==> src/rtl/autosym_pkg.sv <==
// Shared definitions for the reduced-space projector: default widths, FSM states
// and the GF(2) row-parity helper.
package autosym_pkg;

  localparam int DEF_N_FULL = 10;
  localparam int DEF_N_RED  = 9;
  localparam int DEF_ROW_W  = 4;

  typedef enum logic [1:0] {
    IDLE,
    PROJ,
    SETTLE,
    DONE
  } state_t;

  // One output bit of the projection: inner product of a matrix row with x over GF(2).
  function automatic logic parity_row(input logic [DEF_N_FULL-1:0] row,
                                      input logic [DEF_N_FULL-1:0] x);
    return ^(row & x);
  endfunction

endpackage

==> src/rtl/autosym_matrix_regs.sv <==
// Row store for the N_RED x N_FULL projection matrix; resets to the identity on
// the low N_RED input bits. Write qualification is done by the caller.
module autosym_matrix_regs #(
  parameter int N_FULL = 10,
  parameter int N_RED  = 9,
  parameter int ROW_W  = 4
) (
  input  logic              clk,
  input  logic              rst,
  input  logic              we,
  input  logic [ROW_W-1:0]  wr_row,
  input  logic [N_FULL-1:0] wr_data,
  input  logic [ROW_W-1:0]  rd_row,
  output logic [N_FULL-1:0] rd_data
);

  logic [N_FULL-1:0] rows [N_RED];

  always_ff @(posedge clk) begin
    if (rst) begin
      for (int i = 0; i < N_RED; i++) begin
        rows[i] <= N_FULL'(1) << i;
      end
    end else if (we) begin
      rows[wr_row] <= wr_data;
    end
  end

  // Out-of-range indices read as an all-zero row rather than an undefined entry.
  assign rd_data = (rd_row < ROW_W'(N_RED)) ? rows[rd_row] : '0;

endmodule

==> src/rtl/autosym_projector_eval.sv <==
// Drives a reduced-space restriction netlist: projects x one row per cycle into red_x,
// waits one settle cycle, then samples the netlist output as f(x).
module autosym_projector_eval
  import autosym_pkg::*;
#(
  parameter int N_FULL = DEF_N_FULL,
  parameter int N_RED  = DEF_N_RED,
  parameter int ROW_W  = DEF_ROW_W
) (
  input  logic              clk,
  input  logic              rst,
  input  logic              cfg_we,
  input  logic [ROW_W-1:0]  cfg_row,
  input  logic [N_FULL-1:0] cfg_data,
  output logic              cfg_err,
  input  logic              in_valid,
  output logic              in_ready,
  input  logic [N_FULL-1:0] in_x,
  output logic [N_RED-1:0]  red_x,
  input  logic              red_y,
  output logic              out_valid,
  input  logic              out_ready,
  output logic              out_y
);

  state_t            state_q, state_d;
  logic [ROW_W-1:0]  r_q;
  logic [N_FULL-1:0] x_q;
  logic [N_FULL-1:0] row_data;
  logic              cfg_ok;
  logic              accept;

  assign in_ready  = (state_q == IDLE);
  assign out_valid = (state_q == DONE);
  assign accept    = in_ready && in_valid;
  assign cfg_ok    = cfg_we && (state_q == IDLE) && (cfg_row < ROW_W'(N_RED));

  // Writing in the same IDLE cycle as an accept is safe: rows are read only from PROJ on.
  autosym_matrix_regs #(
    .N_FULL (N_FULL),
    .N_RED  (N_RED),
    .ROW_W  (ROW_W)
  ) u_matrix (
    .clk     (clk),
    .rst     (rst),
    .we      (cfg_ok),
    .wr_row  (cfg_row),
    .wr_data (cfg_data),
    .rd_row  (r_q),
    .rd_data (row_data)
  );

  always_ff @(posedge clk) begin
    if (rst) begin
      state_q <= IDLE;
    end else begin
      state_q <= state_d;
    end
  end

  always_comb begin
    state_d = state_q;
    case (state_q)
      IDLE:    if (accept) state_d = PROJ;
      PROJ:    if (r_q == ROW_W'(N_RED - 1)) state_d = SETTLE;
      SETTLE:  state_d = DONE;
      DONE:    if (out_ready) state_d = IDLE;
      default: state_d = IDLE;
    endcase
  end

  // red_x only changes during PROJ or on a new accept, so the netlist input is quiet otherwise.
  always_ff @(posedge clk) begin
    if (rst) begin
      x_q     <= '0;
      r_q     <= '0;
      red_x   <= '0;
      out_y   <= 1'b0;
      cfg_err <= 1'b0;
    end else begin
      cfg_err <= cfg_we && !cfg_ok;
      case (state_q)
        IDLE: begin
          if (accept) begin
            x_q   <= in_x;
            red_x <= '0;
            r_q   <= '0;
          end
        end
        PROJ: begin
          red_x[r_q] <= parity_row(row_data, x_q);
          r_q        <= r_q + 1'b1;
        end
        SETTLE: out_y <= red_y;
        default: ;
      endcase
    end
  end

endmodule

==> config.mk <==
export PLATFORM = sky130hd
export DESIGN_NAME = autosym_projector_eval
export DESIGN_NICKNAME = d
export VERILOG_FILES = /design/src/rtl/autosym_pkg.sv /design/src/rtl/autosym_matrix_regs.sv /design/src/rtl/autosym_projector_eval.sv
export SDC_FILE = /design/constraint.sdc
export NUM_CORES = 1
export LEC_CHECK = 0
export CAP_MARGIN = 20
export CORE_MARGIN = 3
export CORE_UTILIZATION = 55
export CTS_CLUSTER_DIAMETER = 200
export DETAILED_ROUTE_END_ITERATION = 6
export DONT_BUFFER_PORTS = 1
export PLACE_DENSITY = 0.7
export SLEW_MARGIN = 20
export SYNTH_ARGS = -nofsm -noshare
export SYNTH_HDL_FRONTEND = slang
export SYNTH_HIERARCHICAL = 1
export SYNTH_SLANG_ARGS = --single-unit
==> constraint.sdc <==
create_clock -name clk -period 3.75 [get_ports clk]
set_clock_uncertainty 0.05 [all_clocks]
set_input_delay 0.5625 -clock clk [delete_from_list [all_inputs] [get_ports clk]]
set_output_delay 0.5625 -clock clk [all_outputs]
set_load 0.05 [all_outputs]
# After elaboration in Yosys (flattened, before gate mapping)
# Memories as Yosys holds them, arrays and structs flattened. A register that Yosys moved wholly into a read port is not among the register bits.
# Cells that the tools add are included.
# classes
mul	0
n_div	0
n_addsub	1
magnitude_cmp	4
n_eq_ne	7
reduce_logical	13
shifts	0
n_bitwise	1
n_mux	22
# op_table
cell	count
10-bit two-way mux	2
9-bit case mux with 2 select lines	1
4-bit two-way mux	4
10-bit bitwise AND	1
10-bit OR reduction	1
10-bit parity	1
9-bit bitwise mux	1
9-bit two-way mux	1
4-bit < comparator, second input constant	2
2-bit case mux with 4 select lines	1
4-bit case mux with 2 select lines	1
1-bit two-way mux	7
2-bit two-way mux	3
1-bit logical AND	5
4-bit by 5-bit < comparator with 1-bit output, second input constant	1
4-bit by 1-bit adder with 4-bit output, second input constant	1
1-bit demux with 4-bit select	1
2-bit == test, second input constant	2
4-bit == test, second input constant	1
4-bit by 1-bit >= comparator with 1-bit output, second input constant	1
2-bit by 1-bit inequality test with 1-bit output, second input constant	2
2-bit AND reduction	2
3-bit AND reduction	1
2-bit by 1-bit == test with 1-bit output, second input constant	1
4 further kinds	4
# totals
input_bits	30
mem_count	1
ff_bits	27
mem_bits_ro	0
elab_cells	55
latch_bits	0
mem_bits_rw	90
# memory_table
name	words	word_bits	read_ports	rd_clocked_by_memory_dff	write_ports	line	text
u_matrix.rows	9	10	1	1	9	autosym_matrix_regs.sv:17	logic [N_FULL-1:0] rows [N_RED];

# Logic depth before layout (Yosys ltp)
# Gate-level depths: netlist of the first run.
# logic_depth
word_depth	8
mapped_depth	10
mapped_depth_nobuf	8

# Hierarchy
# The synthesis of the first run kept the hierarchy.
# by_module_without_submodules
module	cells_each	seq_area_each_um2	area_each_um2	n_inst
autosym_matrix_regs	292	2702.6	4187.8	1
autosym_projector_eval	173	540.5	1435.1	1

# Worst setup path before layout of the first run
# OpenSTA, ideal clock, no wires.
# synth_path
path_kind	reg2reg
from	register state_q[0]
to	memory u_matrix.rows[0][0] (enable)
path_stages_with_launch	9
required_ps	3359
period_less_slack_ps	2803
path_slack_ps	947
path_buffers	2
arrival_time_ps	2412
setup_time_ps	341
cell_sequence	dfxtp_1 -> inv_1 -> ha_1 -> and3_1 -> or4b_1 -> buf_2 -> nor3_2 -> buf_2 -> or2_1
# synth_rtl
element	line	text
from (decl)	autosym_projector_eval.sv:26	state_t state_q, state_d;
from (signal assigned)	autosym_projector_eval.sv:57	state_q <= state_d;
to (decl)	autosym_matrix_regs.sv:17	

# Final worst setup path of the first run
# layout_path
from	register r_q[0]
to	register red_x[4]
# layout_between
elab_chain_cells	6
word_cells_on_any_way	11
classes_between	order compare (3); mux (5); bitwise (1); reduce/logical (2)
# layout_rtl
element	line	text
from (decl)	autosym_projector_eval.sv:27	logic [ROW_W-1:0] r_q;
from (signal assigned)	autosym_projector_eval.sv:92	r_q <= r_q + 1'b1;
4-bit < comparator	autosym_matrix_regs.sv:30	assign rd_data = (rd_row < ROW_W'(N_RED)) ? rows[rd_row] : '0;
10-bit two-way mux	autosym_matrix_regs.sv:30	
via row_data[1]	autosym_projector_eval.sv:29	logic [N_FULL-1:0] row_data;
10-bit bitwise AND	autosym_pkg.sv:19	return ^(row & x);
10-bit parity	autosym_pkg.sv:19	
9-bit bitwise mux	autosym_projector_eval.sv:91	red_x[r_q] <= parity_row(row_data, x_q);
9-bit case mux with 2 select lines	autosym_projector_eval.sv:82	case (state_q)
to (signal, indexed assignment)	autosym_projector_eval.sv:91	
to (decl)	autosym_projector_eval.sv:19	output logic [N_RED-1:0] red_x,
# The timed path passes the listed nets, and every way through them passes these cells.
# A chain may end at the register's enable or synchronous reset.

==> impl_metrics.tcl, run 1 <==
set metrics [dict create \
    hold_class "input port to register" \
    critical-path-top-delay-family "XOR/XNOR gates" \
    grt_remaining_overflow 0 \
    syn_nets 503 \
    cts_tree "done" \
    drv_cap 0 \
    wl_per_cell_um 21.6 \
    required_ps 4110 \
    crit_arrival_ps 3350 \
    max_slew_margin_pct 34.4 \
    grt_pass1_vias 3585 \
    ys_ff_latch 117 \
    power_leakage_nw 2.28 \
    rows 36 \
    synth_common_cells "edfxtp_1, and2_1, nand2_1" \
    ir_drop_mv 0.527 \
    yosys_most_used_dff "edfxtp_1" \
    crit_chain "buf_12 -> nor3_2 -> nand2_1 -> a22oi_1 -> nand2_1 -> xor2_1 -> xnor3_2 -> xnor2_4 -> o32ai_1" \
    post-route-min-period_ps 2990 \
    coreArea_um2 9860 \
    track_usage_pct 25.0 \
    yosysTopAreaCell "edfxtp_1" \
    ctsHoldBuffers 0 \
    end_kind "register" \
    yosysMostFrequentCell "edfxtp_1" \
    antenna_found_initial 0 \
    post-cts-setup-buffers 0 \
    synth_top_area_share_pct 48.1 \
    dpl.hpwl_um 8980 \
    setup_viol 0 \
    ant_nets 0 \
    cts_buffers 17 \
    final_hold_viol_count 0 \
    avgSynthCellArea_um2 12.1 \
    synth_cell_types 45 \
    fmax_mhz 335 \
    path_depth 9 \
    port_buffers 0 \
    synth_edf_count 90 \
    ys_warn_count 6 \
    drt_pass1_iterations 5 \
    synth-async-reset-ratio_pct 0 \
    via_count 3658 \
    syn_area_um2 5620 \
    grt_max_degree 46 \
    finalCritPeriodShare_pct 79.7 \
    power_density_nw_per_um2 635 \
    die_x_um 107 \
    critPathSlowestCell "nor3_2" \
    syn2layout_area_growth_pct 13.4 \
    cts_root_buffer "clkbuf_8" \
    grt_first_pass_wirelength_um 21000 \
    die_y_um 107 \
    clkLatencyLatePin_ps 520 \
    htreeDepth 4 \
    worstPathMaxFanout 26 \
    cpPeakStageDelay_ps 550 \
    synth_compound_area_share_pct 7.28 \
    cts_sinks 117 \
    drc 0 \
    drv_slew 0 \
    diodes 0 \
    placed_cell_area_um2 5770 \
    vias_per_cell 5.93 \
    dieArea_um2 11500 \
    ys_seq_area_share_pct 57.7 \
    final_nets 509 \
    power_w 0.00405 \
    synthAdderAreaFrac_pct 1.78 \
    critPathLaunchType "register" \
    path_buf_inv 1 \
    tightest_slew_ps 983 \
    clkTransAtPathRegs_ps 60 \
    rsz0062_at_grt "false" \
    pin_count 43 \
    worstHoldPathCells 1 \
    cts_resized 0 \
    crit_top_cell "nand2_1" \
    synth_top_family_by_area "simple AND/OR/NAND/NOR gates" \
    critPathKind "register to register" \
    synth_xor_area_share_pct 2.63 \
    routed_wl_um 13400 \
    synth_mux_area_share_pct 8.10 \
    drive_gt1_share_pct 13.6 \
    ys_top_cells_by_area "edfxtp_1, dfxtp_1, and2_1" \
    fin_setup_tns_ps 0 \
    hold_slack_ps 61.0 \
    drt-initial-drc-count 370 \
    status "finished clean" \
    r2r_cells 9 \
    synthSimpleGateAreaFrac_pct 20.4 \
    place_congestion 0.812 \
    fin_area_um2 6380 \
    start_util_pct 57.0 \
    syn_inst 465 \
    cts.path.max_buffers 2 \
]
==> sequential cells by signal, indices dropped and copies added, names as in the netlist <==
name	cells
cfg_err	1
u_matrix/rows	90
r_q	4
state_q	2
out_y	1
red_x	9
x_q	10
==> report_power, final <==
part / switching [W] / internal [W] / leakage [nW]
combinational: 0.000505 / 0.000346 / 0.865
clock: 0.000537 / 0.00110 / 0.299
sequential: 0.0000870 / 0.00147 / 1.12
==> final timing paths <==
path                             from                     to  slack, ps
hold reg to reg   x_q[6]$_SDFFE_PP0P_    x_q[6]$_SDFFE_PP0P_        400
setup reg to reg  r_q[0]$_SDFFE_PP0P_  red_x[4]$_SDFFE_PP0P_        760
setup / recovery  r_q[0]$_SDFFE_PP0P_  red_x[4]$_SDFFE_PP0P_        760
hold / removal                    rst    r_q[0]$_SDFFE_PP0P_         60
==> metal layers <==
layer	up-vias	track usage (%)	share of wire [%]
met2	173	37.9	48
met5	-	0	0
li1	1687	-	-
met4	0	8.49	1.6
met1	1782	34.7	43
met3	16	7.41	7.4
==> placed cells by master, fill, tap and decap left out, drive strengths merged, types with 8 or more instances in the layout <==
master | Yosys | routed
nand2b | 11 | 11
ha | 8 | 8
nor2 | 21 | 21
edfxtp | 90 | 90
buf | 9 | 9
xnor2 | 8 | 8
a221o | 9 | 9
and2 | 83 | 83
nand2 | 57 | 57
clkbuf | 13 | 21
mux4 | 10 | 10
or2 | 10 | 10
a22oi | 10 | 10
mux2i | 23 | 23
dfxtp | 27 | 27
a21oi | 15 | 15
==> cells by family (layout without fill, tap and decap cells) <==
| family | after synthesis | after routing |
|---|---|---|
| flip-flops | 117 | 117 |
| AND/OR/NAND/NOR | 211 | 211 |
| XOR/XNOR | 10 | 10 |
| buffers and inverters | 28 | 47 |
| adder cells (fa/ha/maj) | 8 | 8 |
| multiplexers | 33 | 33 |
| AO/OA/AOI/OAI | 58 | 58 |
==> metrics by stage <==
step | util [%] | instances | setup slack (ps)
2_1_floorplan | - | 465 | 947
3_5_place_dp | 58.5 | 585 | 790
4_1_cts | 64.7 | 617 | 783
6_report | 64.7 | 617 | 762
3_3_place_gp | 58.5 | 585 | 857
5_1_grt | 64.7 | 617 | 526
==> cell type report <==
| cell class | count | area, um2 |
|---|---|---|
| Fill cell | 753 | 3490 |
| Clock buffer | 21 | 449 |
| Multi-Input combinational cell | 320 | 2260 |
| Sequential cell | 117 | 3240 |
| Clock inverter | 11 | 156 |
| Inverter | 6 | 22.5 |
| Tap cell | 133 | 166 |
| Timing Repair Buffer | 9 | 80.1 |
==> worst reg2reg max path, stage by stage (launching register included) <==
cell	delay, ps
dfxtp_2	450
buf_12	230
nor3_2	570
nand2_1	110
a22oi_1	230
nand2_1	90
xor2_1	160
xnor3_2	490
xnor2_4	200
o32ai_1	310
Power figures use the tool's default switching activity.
==> inputs of run 2 (changes only) <==
--- a/config.mk
+++ b/config.mk
@@ -11,7 +11,7 @@
 export CTS_CLUSTER_DIAMETER = 200
 export DETAILED_ROUTE_END_ITERATION = 6
 export DONT_BUFFER_PORTS = 1
-export PLACE_DENSITY = 0.7
+export PLACE_DENSITY = 0.73
 export SLEW_MARGIN = 20
 export SYNTH_ARGS = -nofsm -noshare
 export SYNTH_HDL_FRONTEND = slang
==> constraint.sdc (replaced) <==
create_clock -name clk -period 2.7 [get_ports clk]
set_clock_uncertainty 0.05 [all_clocks]
set_input_delay 0.405 -clock clk [delete_from_list [all_inputs] [get_ports clk]]
set_output_delay 0.405 -clock clk [all_outputs]
set_load 0.05 [all_outputs]
==> impl_metrics.tcl, run 2 (same netlist as run 1, synthesis figures left out) <==
set metrics [dict create \
    cpPeakStageDelay_ps 380 \
    reg.largest.list "u_matrix/rows x90, x_q x10, red_x x9" \
    final_nets 563 \
    crit_arrival_ps 3040 \
    die_x_um 107 \
    hold_class "input port to register" \
    pwr-share-seq_pct 34.8 \
    ant_nets 0 \
    critPathLaunchType "register" \
    start_util_pct 57.0 \
    wl_per_cell_um 21.1 \
    grt_max_degree 30 \
    max_slew_margin_pct 26.2 \
    syn2layout_area_growth_pct 25.1 \
    coreArea_um2 9860 \
    required_ps 3090 \
    port_buffers 0 \
    drive_gt1_share_pct 19.3 \
    pin_count 43 \
    final_hold_viol_count 0 \
    cts_sinks 117 \
    setup_viol 0 \
    grt_first_pass_wirelength_um 21900 \
    fin_util_pct 71.3 \
    tightest_slew_ps 1100 \
    worstPathMaxFanout 10 \
    cts.path.max_buffers 2 \
    drt_pass1_iterations 5 \
    p_int_w 0.00449 \
    dieArea_um2 11500 \
    power_leakage_nw 2.58 \
    dpl.hpwl_um 8780 \
    antenna_found_initial 2 \
    drt-initial-drc-count 287 \
    clockPowerShare_pct 41.5 \
    drc 0 \
    via_count 3928 \
    finalCritPeriodShare_pct 98.2 \
    rows 36 \
    mostFrequentLayoutCells "edfxtp_1, and2_1, nand2_1" \
    grt_pass1_vias 3931 \
    switchingPower_w 0.00171 \
    htreeDepth 4 \
    die_y_um 107 \
    fin_setup_tns_ps 0 \
    end_kind "register" \
    ir_drop_mv 0.565 \
    power_density_nw_per_um2 881 \
    switching_share_pct 27.5 \
    status "finished clean" \
    drv_slew 0 \
    routed_wl_um 14200 \
    grt_remaining_overflow 0 \
    cts_tree "done" \
    fmax_mhz 377 \
    clkLatencyLatePin_ps 530 \
    place_congestion 0.819 \
    critPathKind "register to register" \
    mostFrequentLayoutCell "edfxtp_1" \
    critPathSlowestCell "dfxtp_4" \
    crit_chain "buf_4 -> clkbuf_16 -> mux2i_1 -> a221o_1 -> a22oi_1 -> nand2_1 -> xnor2_2 -> xnor3_2 -> xnor2_4 -> buf_12 -> o32ai_2" \
    combPwrFrac_pct 23.8 \
    track_usage_pct 26.2 \
    cts_buffers 17 \
    clkTransAtPathRegs_ps 60 \
    vias_per_cell 5.85 \
    r2r_slack_ps 50 \
    post-route-min-period_ps 2650 \
    drv_cap 0 \
    cts_root_buffer "clkbuf_8" \
    largest_reg_flops 90 \
    regMostFlops "u_matrix/rows" \
]
==> run 2: cell count changes in the layout (fill, tap and decap cells not counted), sizes merged <==
cell,previous run,this run
buf,9,35
bufinv,4,7
clkbuf,21,19
clkinv,6,5
clkinvlp,1,2
diode,0,1
dlygate4sd3,0,27
==> run 2: repair_timing <==
action / CTS / global route
pin swaps: 0 / 11
setup buffers: 0 / 4
endpoints found under the hold margin: 83 / 0
gates resized for setup: 1 / 9
hold buffers: 27 / 0
gates cloned: 0 / 1
endpoints found under the setup margin: 5 / 9
==> run 2: cell type report <==
class	count	area, um2
timing repair buffer	63	608
clock inverter	14	256
clock buffer	18	418
inverter	6	22.5
sequential	117	3250
antenna	1	2.50
fill	651	2830
tap	133	166
multi-input combinational	320	2310
==> run 2: per-stage QoR <==
step | total power [W] | setup WS [ps] | hold slack [ps] | cell area [um2] | std cells
2_1_floorplan | 0.00310 | 38.1 | 387 | 5630 | 465
3_5_place_dp | 0.00343 | 19.1 | 398 | 5970 | 607
4_1_cts | 0.00606 | 27.5 | 0.122 | 6910 | 666
5_1_grt | 0.00643 | -40.9 | 4.09 | 7040 | 672
6_report | 0.00620 | 48.8 | 25.7 | 7040 | 672
3_3_place_gp | 0.00339 | 85.1 | 391 | 5970 | 607
==> run 2: power groups by stage <==
stage | Clock, W | Combinational (W) | Sequential (W)
global route | 0.00268 | 0.00158 | 0.00217
floorplan | 0 | 0.000945 | 0.00216
global placement | 0 | 0.00121 | 0.00218
detailed placement | 0 | 0.00124 | 0.00219
finish | 0.00257 | 0.00147 | 0.00215
CTS | 0.00260 | 0.00131 | 0.00216
==> run 2: path summary, 6_finish.rpt <==
path	from	to	depth (start not counted)
setup / recovery	r_q[0]$_SDFFE_PP0P_	red_x[5]$_SDFFE_PP0P_	11
hold / removal	cfg_data[1]	u_matrix/rows[4][1]$_SDFFCE_PN0P_	1
setup reg to reg	r_q[0]$_SDFFE_PP0P_	red_x[5]$_SDFFE_PP0P_	11
hold reg to reg	x_q[5]$_SDFFE_PP0P_	x_q[5]$_SDFFE_PP0P_	2
==> run 2: critical path: cells and delay by family (launching register included) <==
family	cells	cell delay, ps
AO/OA/AOI/OAI	3	750
flip-flops	1	380
buffers and inverters	3	460
XOR/XNOR	3	670
multiplexers	1	120
AND/OR/NAND/NOR	1	110
==> run 2: per-layer routing <==
| metal | part of all wire [%] | routed length (um) | vias up | track usage, % |
|---|---|---|---|---|
| met3 | 8.3 | 1170 | 29 | 8.43 |
| met5 | 0.19 | 27 | - | 0 |
| met4 | 1.5 | 211 | 4 | 10.1 |
| met2 | 48 | 6790 | 170 | 40.8 |
| met1 | 42 | 5950 | 1924 | 34.4 |
| li1 | - | - | 1801 | - |
==> inputs of run 3 (changes only) <==
--- a/config.mk
+++ b/config.mk
@@ -8,10 +8,13 @@
 export CAP_MARGIN = 20
 export CORE_MARGIN = 3
 export CORE_UTILIZATION = 55
+export CTS_BUF_LIST = sky130_fd_sc_hd__clkbuf_2
 export CTS_CLUSTER_DIAMETER = 200
 export DETAILED_ROUTE_END_ITERATION = 6
 export DONT_BUFFER_PORTS = 1
+export GPL_TIMING_DRIVEN = 0
 export PLACE_DENSITY = 0.73
+export REMOVE_ABC_BUFFERS = 1
 export SLEW_MARGIN = 20
 export SYNTH_ARGS = -nofsm -noshare
 export SYNTH_HDL_FRONTEND = slang
==> impl_metrics.tcl, run 3 (same netlist as run 1, synthesis figures left out) <==
set metrics [dict create \
    status "finished, violations left" \
    failed_checks "setup timing" \
    drt-initial-drc-count 385 \
    worstHoldPathCells 1 \
    combPwrFrac_pct 34.4 \
    p_int_w 0.00324 \
    cts.path.max_buffers 2 \
    grt_first_pass_wirelength_um 19700 \
    drc 0 \
    via_count 3789 \
    drv_cap 0 \
    finalCritPeriodShare_pct 102 \
    use_met1_pct 30.7 \
    hold_slack_ps 80.6 \
    ir_drop_mv 0.555 \
    rr_startpoint "r_q[0]$_SDFFE_PP0P_" \
    instances_no_fill 664 \
    setup_slack_ps -49.2 \
    mostFrequentLayoutCell "edfxtp_1" \
    fin_setup_tns_ps -60.4 \
    largest_reg_flops 90 \
    switching_share_pct 32.8 \
    use_met3_pct 4.33 \
    pwr-share-seq_pct 44.4 \
    die_x_um 107 \
    coreArea_um2 9860 \
    cts_root_buffer "clkbuf_2" \
    cpPeakStageDelay_ps 560 \
    worstPathMaxFanout 11 \
    required_ps 3150 \
    track_usage_pct 23.0 \
    fin_area_um2 6710 \
    grt_pass1_vias 3731 \
    dieArea_um2 11500 \
    antenna_found_initial 0 \
    critPathSlowestCell "xnor3_2" \
    critPathLaunchType "register" \
    rsz0062_at_grt "true" \
    ant_nets 0 \
    crit_chain "buf_12 -> mux2i_1 -> a221o_1 -> a22oi_2 -> nand2_1 -> xnor2_1 -> xnor3_2 -> xnor2_4 -> buf_4 -> o21ai_2" \
    routed_wl_um 13000 \
    max_slew_margin_pct 53.2 \
    critPathLaunch "r_q[0]$_SDFFE_PP0P_" \
    place_congestion 0.762 \
    r2r_slack_ps -50 \
    final_nets 556 \
    grt_max_degree 30 \
    port_buffers 0 \
    r2r_cells 10 \
    tightest_slew_ps 688 \
    die_y_um 107 \
    grt_remaining_overflow 0 \
    placed_cell_area_um2 5710 \
    pin_count 43 \
    reg.largest.list "u_matrix/rows x90, x_q x10, red_x x9" \
    drive_gt1_share_pct 20.9 \
    grt-busiest-layer "met2" \
    switchingPower_w 0.00158 \
    crit_arrival_ps 3200 \
    power_density_nw_per_um2 719 \
    use_met2_pct 37.7 \
    dpl.hpwl_um 7840 \
    dp.cells 577 \
    mostFrequentLayoutCells "edfxtp_1, and2_1, nand2_1" \
    htreeDepth 4 \
    r2r_end "red_x[3]$_SDFFE_PP0P_" \
    syn2layout_area_growth_pct 19.3 \
    clockPowerShare_pct 21.2 \
    hp-start "rst" \
    diodes 0 \
    start_util_pct 57.0 \
    post-route-min-period_ps 2750 \
    cts_buffers 17 \
    power_leakage_nw 2.42 \
    drt_pass1_iterations 5 \
    cts_tree "done" \
    critPathKind "register to register" \
    clkTransAtPathRegs_ps 160 \
    clkLatencyLatePin_ps 610 \
    setup_viol 2 \
    regMostFlops "u_matrix/rows" \
    vias_per_cell 5.71 \
    rows 36 \
    hold_end "u_matrix/rows[2][7]$_SDFFCE_PN0P_" \
    fmax_mhz 364 \
    final_hold_viol_count 0 \
    cts_sinks 117 \
    end_kind "register" \
    drv_slew 0 \
    hold_class "input port to register" \
    wl_per_cell_um 19.6 \
    power_w 0.00482 \
]
## run 3: area by class of cell
class	instances	area, um2
flip-flops and latches	117	3260
fillers	688	3160
multi-input cells	321	2480
repair buffers	55	571
well taps	133	166
clock buffers	23	115
clock inverters	9	88.8
inverters	6	22.5
## run 3: per-layer routing
| metal | share of wire [%] | vias to the layer above |
|---|---|---|
| met5 | 0 | - |
| met4 | 1.5 | 0 |
| met3 | 6.2 | 13 |
| met2 | 50 | 122 |
| met1 | 42 | 1868 |
| li1 | - | 1786 |
## run 3: worst max-delay path by stage
stage / slack [ps] / cells past startpoint / end
after floorplan: -730 / 8 / red_x[6]$_SDFFE_PP0P_
after global placement: -1400 / 8 / red_x[6]$_SDFFE_PP0P_
after detailed placement: -980 / 8 / red_x[6]$_SDFFE_PP0P_
after CTS: -10 / 9 / red_x[6]$_SDFFE_PP0P_
after global routing: -130 / 13 / red_x[4]$_SDFFE_PP0P_
final: -50 / 10 / red_x[3]$_SDFFE_PP0P_
## run 3: worst max-delay path, delay by kind of cell, from the launching register on
| kind | cells | cell delay, ps |
|---|---|---|
| buffers and inverters | 2 | 330 |
| multiplexers | 1 | 120 |
| AND/OR/NAND/NOR | 1 | 100 |
| flip-flops | 1 | 400 |
| AO/OA/AOI/OAI | 3 | 610 |
| XOR/XNOR | 3 | 1030 |
## run 3: repair_timing
item / CTS / global route
gates resized for setup: 24 / 29
hold endpoints to repair: 117 / 1
gates cloned: 0 / 2
buffers inserted: 8 / 12
endpoints found under the setup margin: 179 / 67
pin swaps: 2 / 18
hold buffers: 31 / 2
## run 3: per-stage QoR
stage               utilization, %  setup WS, ps
global route                  68.0          -128
floorplan                        -          -731
global placement              57.7         -1400
CTS                           65.0         -11.5
detailed placement            57.9          -981
finish                        68.0         -49.2
## run 3: power groups by stage
stage                     Sequential [W]  Combinational, W  Clock [W]
final                            0.00214           0.00166    0.00102
after global routing             0.00216           0.00177    0.00113
after CTS                        0.00214           0.00138    0.00105
after detailed placement         0.00223           0.00110          0
after global placement           0.00226           0.00102          0
after floorplan                  0.00222          0.000836          0
